<file path="config.mk">
export PLATFORM = sky130hd
export DESIGN_NAME = conv_enc
export DESIGN_NICKNAME = d
export VERILOG_FILES = /design/src/rtl/vit_pkg.sv /design/src/rtl/conv_enc_step.sv /design/src/rtl/conv_enc.sv
export SDC_FILE = /design/constraint.sdc
export NUM_CORES = 1
export LEC_CHECK = 0
export ABC_AREA = 1
export ABC_CLOCK_PERIOD_IN_PS = 800
export CAP_MARGIN = 15
export CELL_PAD_IN_SITES_DETAIL_PLACEMENT = 0
export CELL_PAD_IN_SITES_GLOBAL_PLACEMENT = 1
export CORE_UTILIZATION = 25
export DETAILED_ROUTE_END_ITERATION = 16
export GPL_TIMING_DRIVEN = 0
export PLACE_DENSITY = 0.67
export SETUP_SLACK_MARGIN = 0.2
export SYNTH_ARGS = -nofsm -noshare
export SYNTH_HDL_FRONTEND = slang
export SYNTH_SLANG_ARGS = --single-unit
</file>
<file path="constraint.sdc">
create_clock -name clk -period 0.8 [get_ports clk]
set_input_delay 0.16 -clock clk [delete_from_list [all_inputs] [get_ports clk]]
set_output_delay 0.16 -clock clk [all_outputs]
set_load 0.01 [all_outputs]
</file>
<file path="src/rtl/vit_pkg.sv">
// Shared definitions for the K=4 convolutional encoder and the Viterbi decoder blocks.
// Build option CONV_ENC_TAIL_EN adds the zero-tail flush state to the encoder FSM.
package vit_pkg;

   localparam int K        = 4;
   localparam int STATE_W  = 3;
   localparam int TAIL_LEN = STATE_W;

   localparam logic [K-1:0] G0_DEF = 4'b1111;
   localparam logic [K-1:0] G1_DEF = 4'b1101;

   typedef logic [STATE_W-1:0] state_t;

`ifdef CONV_ENC_TAIL_EN
   typedef enum logic [1:0] {
      IDLE = 2'd0,
      DATA = 2'd1,
      TAIL = 2'd2
   } enc_fsm_e;
`else
   typedef enum logic [1:0] {
      IDLE = 2'd0,
      DATA = 2'd1
   } enc_fsm_e;
`endif

   // Generator bit K-1 taps the input bit; bit k below it taps s[STATE_W-1-k].
   function automatic logic [K-1:0] tap_vec(input logic b, input state_t s);
      logic [K-1:0] v;
      v[K-1] = b;
      for (int k = 0; k < STATE_W; k++) begin
         v[k] = s[STATE_W-1-k];
      end
      return v;
   endfunction

endpackage

</file>
<file path="src/rtl/conv_enc_step.sv">
// One trellis branch of the rate-1/2 encoder: (b, s) -> coded symbol {y1,y0} and next state.
// Purely combinational so the decoder's branch-metric model can reuse it.
module conv_enc_step
   import vit_pkg::*;
#(
   parameter logic [K-1:0] G0 = G0_DEF,
   parameter logic [K-1:0] G1 = G1_DEF
) (
   input  logic       i_b,
   input  state_t     i_s,
   output logic [1:0] o_sym,
   output state_t     o_s_nxt
);

   logic [K-1:0] w_taps;

   assign w_taps  = tap_vec(i_b, i_s);
   assign o_sym   = {^(w_taps & G1), ^(w_taps & G0)};
   assign o_s_nxt = {i_s[STATE_W-2:0], i_b};

endmodule

</file>
<file path="src/rtl/conv_enc.sv">
// Streaming rate-1/2 K=4 convolutional encoder with a registered ready/valid output stage.
// Define CONV_ENC_TAIL_EN to flush each frame with three zero tail bits (out_last on the last tail symbol).
module conv_enc
   import vit_pkg::*;
#(
   parameter logic [K-1:0] G0 = G0_DEF,
   parameter logic [K-1:0] G1 = G1_DEF
) (
   input  logic       clk,
   input  logic       rst,
   input  logic       in_valid,
   output logic       in_ready,
   input  logic       in_data,
   input  logic       in_last,
   output logic       out_valid,
   input  logic       out_ready,
   output logic [1:0] out_sym,
   output logic       out_last
);

   enc_fsm_e   r_state, w_state_nxt;
   state_t     r_s, w_s_nxt;
   logic       r_out_valid, w_out_valid_nxt;
   logic [1:0] r_out_sym, w_out_sym_nxt;
   logic       r_out_last, w_out_last_nxt;
`ifdef CONV_ENC_TAIL_EN
   logic [1:0] r_tail_cnt, w_tail_cnt_nxt;
`endif

   logic       w_load;
   logic       w_in_fire;
   logic       w_step_b;
   logic [1:0] w_step_sym;
   state_t     w_step_s;

   // The output register may take a new symbol when it is empty or being drained this cycle.
   assign w_load    = !r_out_valid || out_ready;
   assign in_ready  = ((r_state == IDLE) || (r_state == DATA)) && w_load;
   assign w_in_fire = in_valid && in_ready;

`ifdef CONV_ENC_TAIL_EN
   assign w_step_b = (r_state == TAIL) ? 1'b0 : in_data;
`else
   assign w_step_b = in_data;
`endif

   conv_enc_step #(
      .G0 (G0),
      .G1 (G1)
   ) u_step (
      .i_b     (w_step_b),
      .i_s     (r_s),
      .o_sym   (w_step_sym),
      .o_s_nxt (w_step_s)
   );

   always_comb begin
      // NOTE: every next-state signal gets a default first so no path leaves it unassigned (no latches).
      w_state_nxt     = r_state;
      w_s_nxt         = r_s;
      w_out_valid_nxt = r_out_valid;
      w_out_sym_nxt   = r_out_sym;
      w_out_last_nxt  = r_out_last;
`ifdef CONV_ENC_TAIL_EN
      w_tail_cnt_nxt  = r_tail_cnt;
`endif
      if (w_load) begin
         w_out_valid_nxt = 1'b0;
         w_out_last_nxt  = 1'b0;
      end

      case (r_state)
         IDLE, DATA: begin
            if (w_in_fire) begin
               w_out_valid_nxt = 1'b1;
               w_out_sym_nxt   = w_step_sym;
               w_s_nxt         = w_step_s;
               if (in_last) begin
`ifdef CONV_ENC_TAIL_EN
                  w_state_nxt    = TAIL;
`else
                  w_state_nxt    = IDLE;
                  w_s_nxt        = '0;
                  w_out_last_nxt = 1'b1;
`endif
               end else begin
                  w_state_nxt = DATA;
               end
            end
         end
`ifdef CONV_ENC_TAIL_EN
         TAIL: begin
            // Returning to IDLE as the last tail symbol is loaded lets the next frame start on its drain cycle.
            if (w_load) begin
               w_out_valid_nxt = 1'b1;
               w_out_sym_nxt   = w_step_sym;
               w_s_nxt         = w_step_s;
               if (r_tail_cnt == 2'(TAIL_LEN - 1)) begin
                  w_out_last_nxt = 1'b1;
                  w_state_nxt    = IDLE;
                  w_tail_cnt_nxt = 2'd0;
               end else begin
                  w_tail_cnt_nxt = r_tail_cnt + 2'd1;
               end
            end
         end
`endif
         default: begin
            w_state_nxt = IDLE;
            w_s_nxt     = '0;
         end
      endcase
   end

   always_ff @(posedge clk) begin
      // NOTE: sequential state uses non-blocking assignments so every register samples pre-edge values.
      if (rst) begin
         r_state     <= IDLE;
         r_s         <= '0;
         r_out_valid <= 1'b0;
         r_out_sym   <= 2'b00;
         r_out_last  <= 1'b0;
`ifdef CONV_ENC_TAIL_EN
         r_tail_cnt  <= 2'd0;
`endif
      end else begin
         r_state     <= w_state_nxt;
         r_s         <= w_s_nxt;
         r_out_valid <= w_out_valid_nxt;
         r_out_sym   <= w_out_sym_nxt;
         r_out_last  <= w_out_last_nxt;
`ifdef CONV_ENC_TAIL_EN
         r_tail_cnt  <= w_tail_cnt_nxt;
`endif
      end
   end

   assign out_valid = r_out_valid;
   assign out_sym   = r_out_sym;
   assign out_last  = r_out_last;

endmodule

</file>
# --- After elaboration in Yosys (flattened, before gate mapping) ---
# Cells that the tools add are included.
totals:
  register_bits: 9
  output_inout_bits: 5
  wordCells: 27
op_classes:
  eq_ne: 1
  mux: 9
  n_bitwise: 1
  n_reduce_logical: 11
op_table:
  columns: ["cell", "count"]
  rows:
  - ["1-bit two-way mux", 8]
  - ["4-bit parity", 2]
  - ["2-bit OR reduction", 2]
  - ["3-bit two-way mux", 1]
  - ["2-bit by 1-bit == test with 1-bit output, second input constant", 1]
  - ["1-bit logical AND", 2]
  - ["2-bit zero test", 1]
  - ["1-bit logical OR", 2]
  - ["2-bit AND reduction", 1]
  - ["1-bit zero test", 1]
  - ["1-bit inverter", 1]

# --- Longest topological paths before layout ---
depth:
  depth_word: 6
  depth_mapped: 7
  ltp_nobuf: 7

# --- Hierarchy ---
# From an unflattened synthesis, not the netlist that was laid out.
hier_totals:
  hier_cells: 71
  area_unflattened_um2: 417.9
by_module_without_submodules:
  columns: ["module", "n_inst", "cells_per_inst", "area_each_um2", "seq_area_each_um2"]
  rows:
  - ["conv_enc", 1, 46, 312.8, 140.1]
  - ["conv_enc_step", 1, 25, 105.1, 0.0]

# --- Worst setup path after synthesis ---
# Ideal clock, no wire load.
synth_path:
  kind: "register to register"
  startpoint: "register (tool-made name)"
  endpoint: "register r_s[2]"
  t_arrival_ns: 0.833
  slack_ns: -0.102
  path_stages_with_launch: 5
  synth_period_minus_slack_ns: 0.902
  cell_sequence: "dfxtp_1 > nand2_2 > nand2_1 > nand2_1 > a21oi_1"
synth_rtl:
  columns: ["element", "line_no", "source"]
  rows:
  - ["end signal, assigned", "conv_enc.sv:128", "r_s <= w_s_nxt;"]
  - ["end, declared", "conv_enc.sv:22", "state_t r_s, w_s_nxt;"]

==> summary.md <==
| Metric | Value |
|---|---|
| Switch share | `0.2622` |
| Leak | `0.2532 nW` |
| #FFs+latches synth | `7` |
| Mux share of post-synthesis cell area | `0` |
| Core region area | `1301 um2` |
| Seq/Total Area, Yosys | `0.3972` |
| Number of setup violations in the final report | `11` |
| Die area | `1565 um2` |
| Root buf cell | `clkbuf_4` |
| CP arrival | `0.80 ns` |
| Core Rows | `13` |
| Most common cell in the netlist | `nand2_1` |
| Wire length per cell | `9.874 um` |
| Minimum clock period | `0.9618 ns` |
| DRT antenna net count | `0` |
| Fin. max-slew vios | `0` |
| Startpoint types | `flip-flop` |
| Critical-path cell list | `nand2_2 -> buf_6` |
| NetSw | `0.2247 mW` |
| Slew HR | `0.7751` |
| Max frequency | `1040 MHz` |
| Routability congestion estimate | `0.7085` |
| Global-route wire length before repair | `1.324 mm` |
| CTS clock-pin slew for the worst setup and hold paths | `0.06 ns` |
| Synth Area in Compound Gates | `0.1170` |
| Crit path largest cell delay | `0.37 ns` |
| Clock tree buffer depth | `2` |
| Gate power share | `0.178` |
| Synth top area share | `0.3972` |
| XOR/XNOR share of the synthesized area | `0` |
| Number of I/O pins | `11` |
| TritonRoute pass-1 iters | `3` |
| Clock power frac | `0.375` |
| Share of layout cells above drive strength 1 | `0.3472` |
| H-Tree Depth | `1` |
| Buf/Inv on CP | `1` |
| Ys flop type | `dfxtp_1` |
| Pwr dens | `1600 nW/um2` |
| Count of cell types in the netlist | `8` |
| Clock sinks | `7` |
| Number of global-route vias before repair | `324` |
| Final hold violations | `0` |
| Simple-gate share of the synthesized area | `0.3901` |
| Crit path kind | `reg -> out` |
| DRT iter0 DRCs | `3` |
| Synthesized-area fraction occupied by adder cells | `0` |
| Yosys Warn Count | `0` |
| Post-synth top cells | `nand2_1, inv_1, dfxtp_1` |
| Hold Crit Class | `in -> reg` |
| Post-synth ARST share | `0` |
| Clk_skew | `0.008867 ns` |
| Syn_area_per_cell | `6.301 um2` |
| Initial Util | `0.2712` |
| Inserted Clock Buffers | `3` |
| CP Data Required Time | `0.64 ns` |
| Mapped Cells | `56` |
| Ant. Diodes | `0` |
| Number of enable flip-flop cells after synthesis | `0` |
| Cell Int Power | `0.6323 mW` |
| R2R Setup Slk | `-0.14 ns` |
| Die X | `39.57 um` |
| Nets | `79` |
| Worst VDD drop | `754.4 uV` |
| CP max stage cell | `dfxtp_4` |
| Crit end category | `output pin` |
| Reg2reg end | `out_sym[1]` |
| Max FO, Critical Path | `4` |
| RSZ-0062 raised after global routing | `yes` |
| Failing checks | `negative setup slack` |
| Critical Path Stages | `2` |
| Mapped Area | `352.8 um2` |
| Worst-margin pin slew | `0.3364 ns` |
| CTS tree | `done` |
| Setup crit end | `in_ready` |
| Crit path max-delay family | `flip-flops` |
| Syn nets | `62` |
| Skew-Pair Late Insertion Delay | `0.25 ns` |
| Post-synth top area cell | `dfxtp_1` |
| Seq pwr share | `0.447` |
| Status | `finished with violations` |
| Layout area overhead | `51.77%` |
| Vias per inst | `4.425` |
| Placed cell area | `475.5 um2` |
| Design area | `535.5 um2` |
| Max-cap violations | `0` |
| Largest family of logic cells by synthesized area | `simple AND/OR/NAND/NOR gates` |
| Die Ht | `39.57 um` |
| TNS Setup | `-1.108 ns` |
| I/O Buffers | `10` |
| Total gr overflow | `0` |
| Fin worst setup slack | `-0.1618 ns` |
| Global Route Usage Sum | `0.1346` |
| R2R cell count | `5` |
| Largest net degree at the start of global routing | `9` |
| Number of antenna violations at the first check in global routing | `0` |
| Synth area leaders | `dfxtp_1, nand2_1, inv_1` |
| Final period utilization | `1.202` |
| # fillers | `151` |
| Vias | `385` |
| Post-DP HPWL | `565.1 um` |
| Wirelength, routed | `859 um` |
| DRC Markers | `0` |
routing by layer:
metal	vias to the layer above	part of all wire	GRT usage
met3	0	0.048	0.08523
li1	204	-	-
met2	6	0.45	0.2131
met1	175	0.50	0.1512
met4	0	0	0.02586
met5	-	0	0
worst min-delay path: stages:
cell and delay (ns):
dlygate4sd2_1 0.26, inv_2 0.10, a21oi_2 0.06
through the flow:
stage	utilization	cells	worst slack [ns]	power, mW	hold slack, ns
2_1_floorplan	-	56	-0.01416	0.4543	0.2217
3_3_place_gp	0.3654	81	-0.6863	0.5314	0.4784
3_5_place_dp	0.3654	81	-0.6870	0.5296	0.4853
4_1_cts	0.4077	87	-0.1708	0.8674	0.3369
5_1_grt	0.4115	87	-0.2021	0.9182	0.3642
6_report	0.4115	87	-0.1618	0.8570	0.3658
logic make-up after synthesis:
family          after synthesis
simple gates                 34
flops                         7
buf+inv                       9
compound gates                6
cell type report:
cell class	instances	area (um2)	area share
timing repair buffer	12	111.4	0.2079
sequential	7	151.4	0.2827
clock buffer	4	26.28	0.04907
multi-input combinational	40	193.9	0.3621
tap	15	18.77	0.03505
inverter	9	33.78	0.06308
what timing repair did:
item / in CTS / in global routing
pin swaps: 4 / 3
gates resized for setup: 36 / 2
hold buffers: 0 / 0
setup endpoints to repair: 12 / 12
buffers inserted: 2 / 0
layout by cell type (no fill, tap or decap):
master / Yosys / routed
a21oi_4: 1 / 1
nand3_2: 0 / 1
nor2_1: 4 / 4
clkdlybuf4s50_1: 0 / 2
a21oi_1: 5 / 3
buf_4: 0 / 2
clkbuf_4: 0 / 3
buf_2: 0 / 1
nand2_2: 1 / 2
dlygate4sd2_1: 0 / 3
a21oi_2: 0 / 2
nand3_1: 6 / 5
buf_6: 0 / 4
nand2_1: 23 / 22
inv_1: 9 / 7
inv_2: 0 / 2
dfxtp_2: 0 / 6
clkbuf_1: 0 / 1
dfxtp_4: 0 / 1
how the worst min path moves through the flow:
stage,end,start,cells past startpoint
3_5_place_dp,out_last,out_last,2
4_1_cts,flip-flop,in_valid,3
2_1_floorplan,flip-flop,rst,1
6_report,flip-flop,in_valid,3
3_3_place_gp,out_last,out_last,2
5_1_grt,flip-flop,in_valid,3
power groups by stage:
stage | registers (mW) | logic, mW | clock network (mW)
floorplan | 0.393 | 0.0614 | 0
detailed placement | 0.388 | 0.142 | 0
CTS | 0.383 | 0.151 | 0.334
global placement | 0.388 | 0.143 | 0
finish | 0.383 | 0.153 | 0.321
global route | 0.385 | 0.169 | 0.364
No activity file was read; power rests on OpenSTA's default activity.
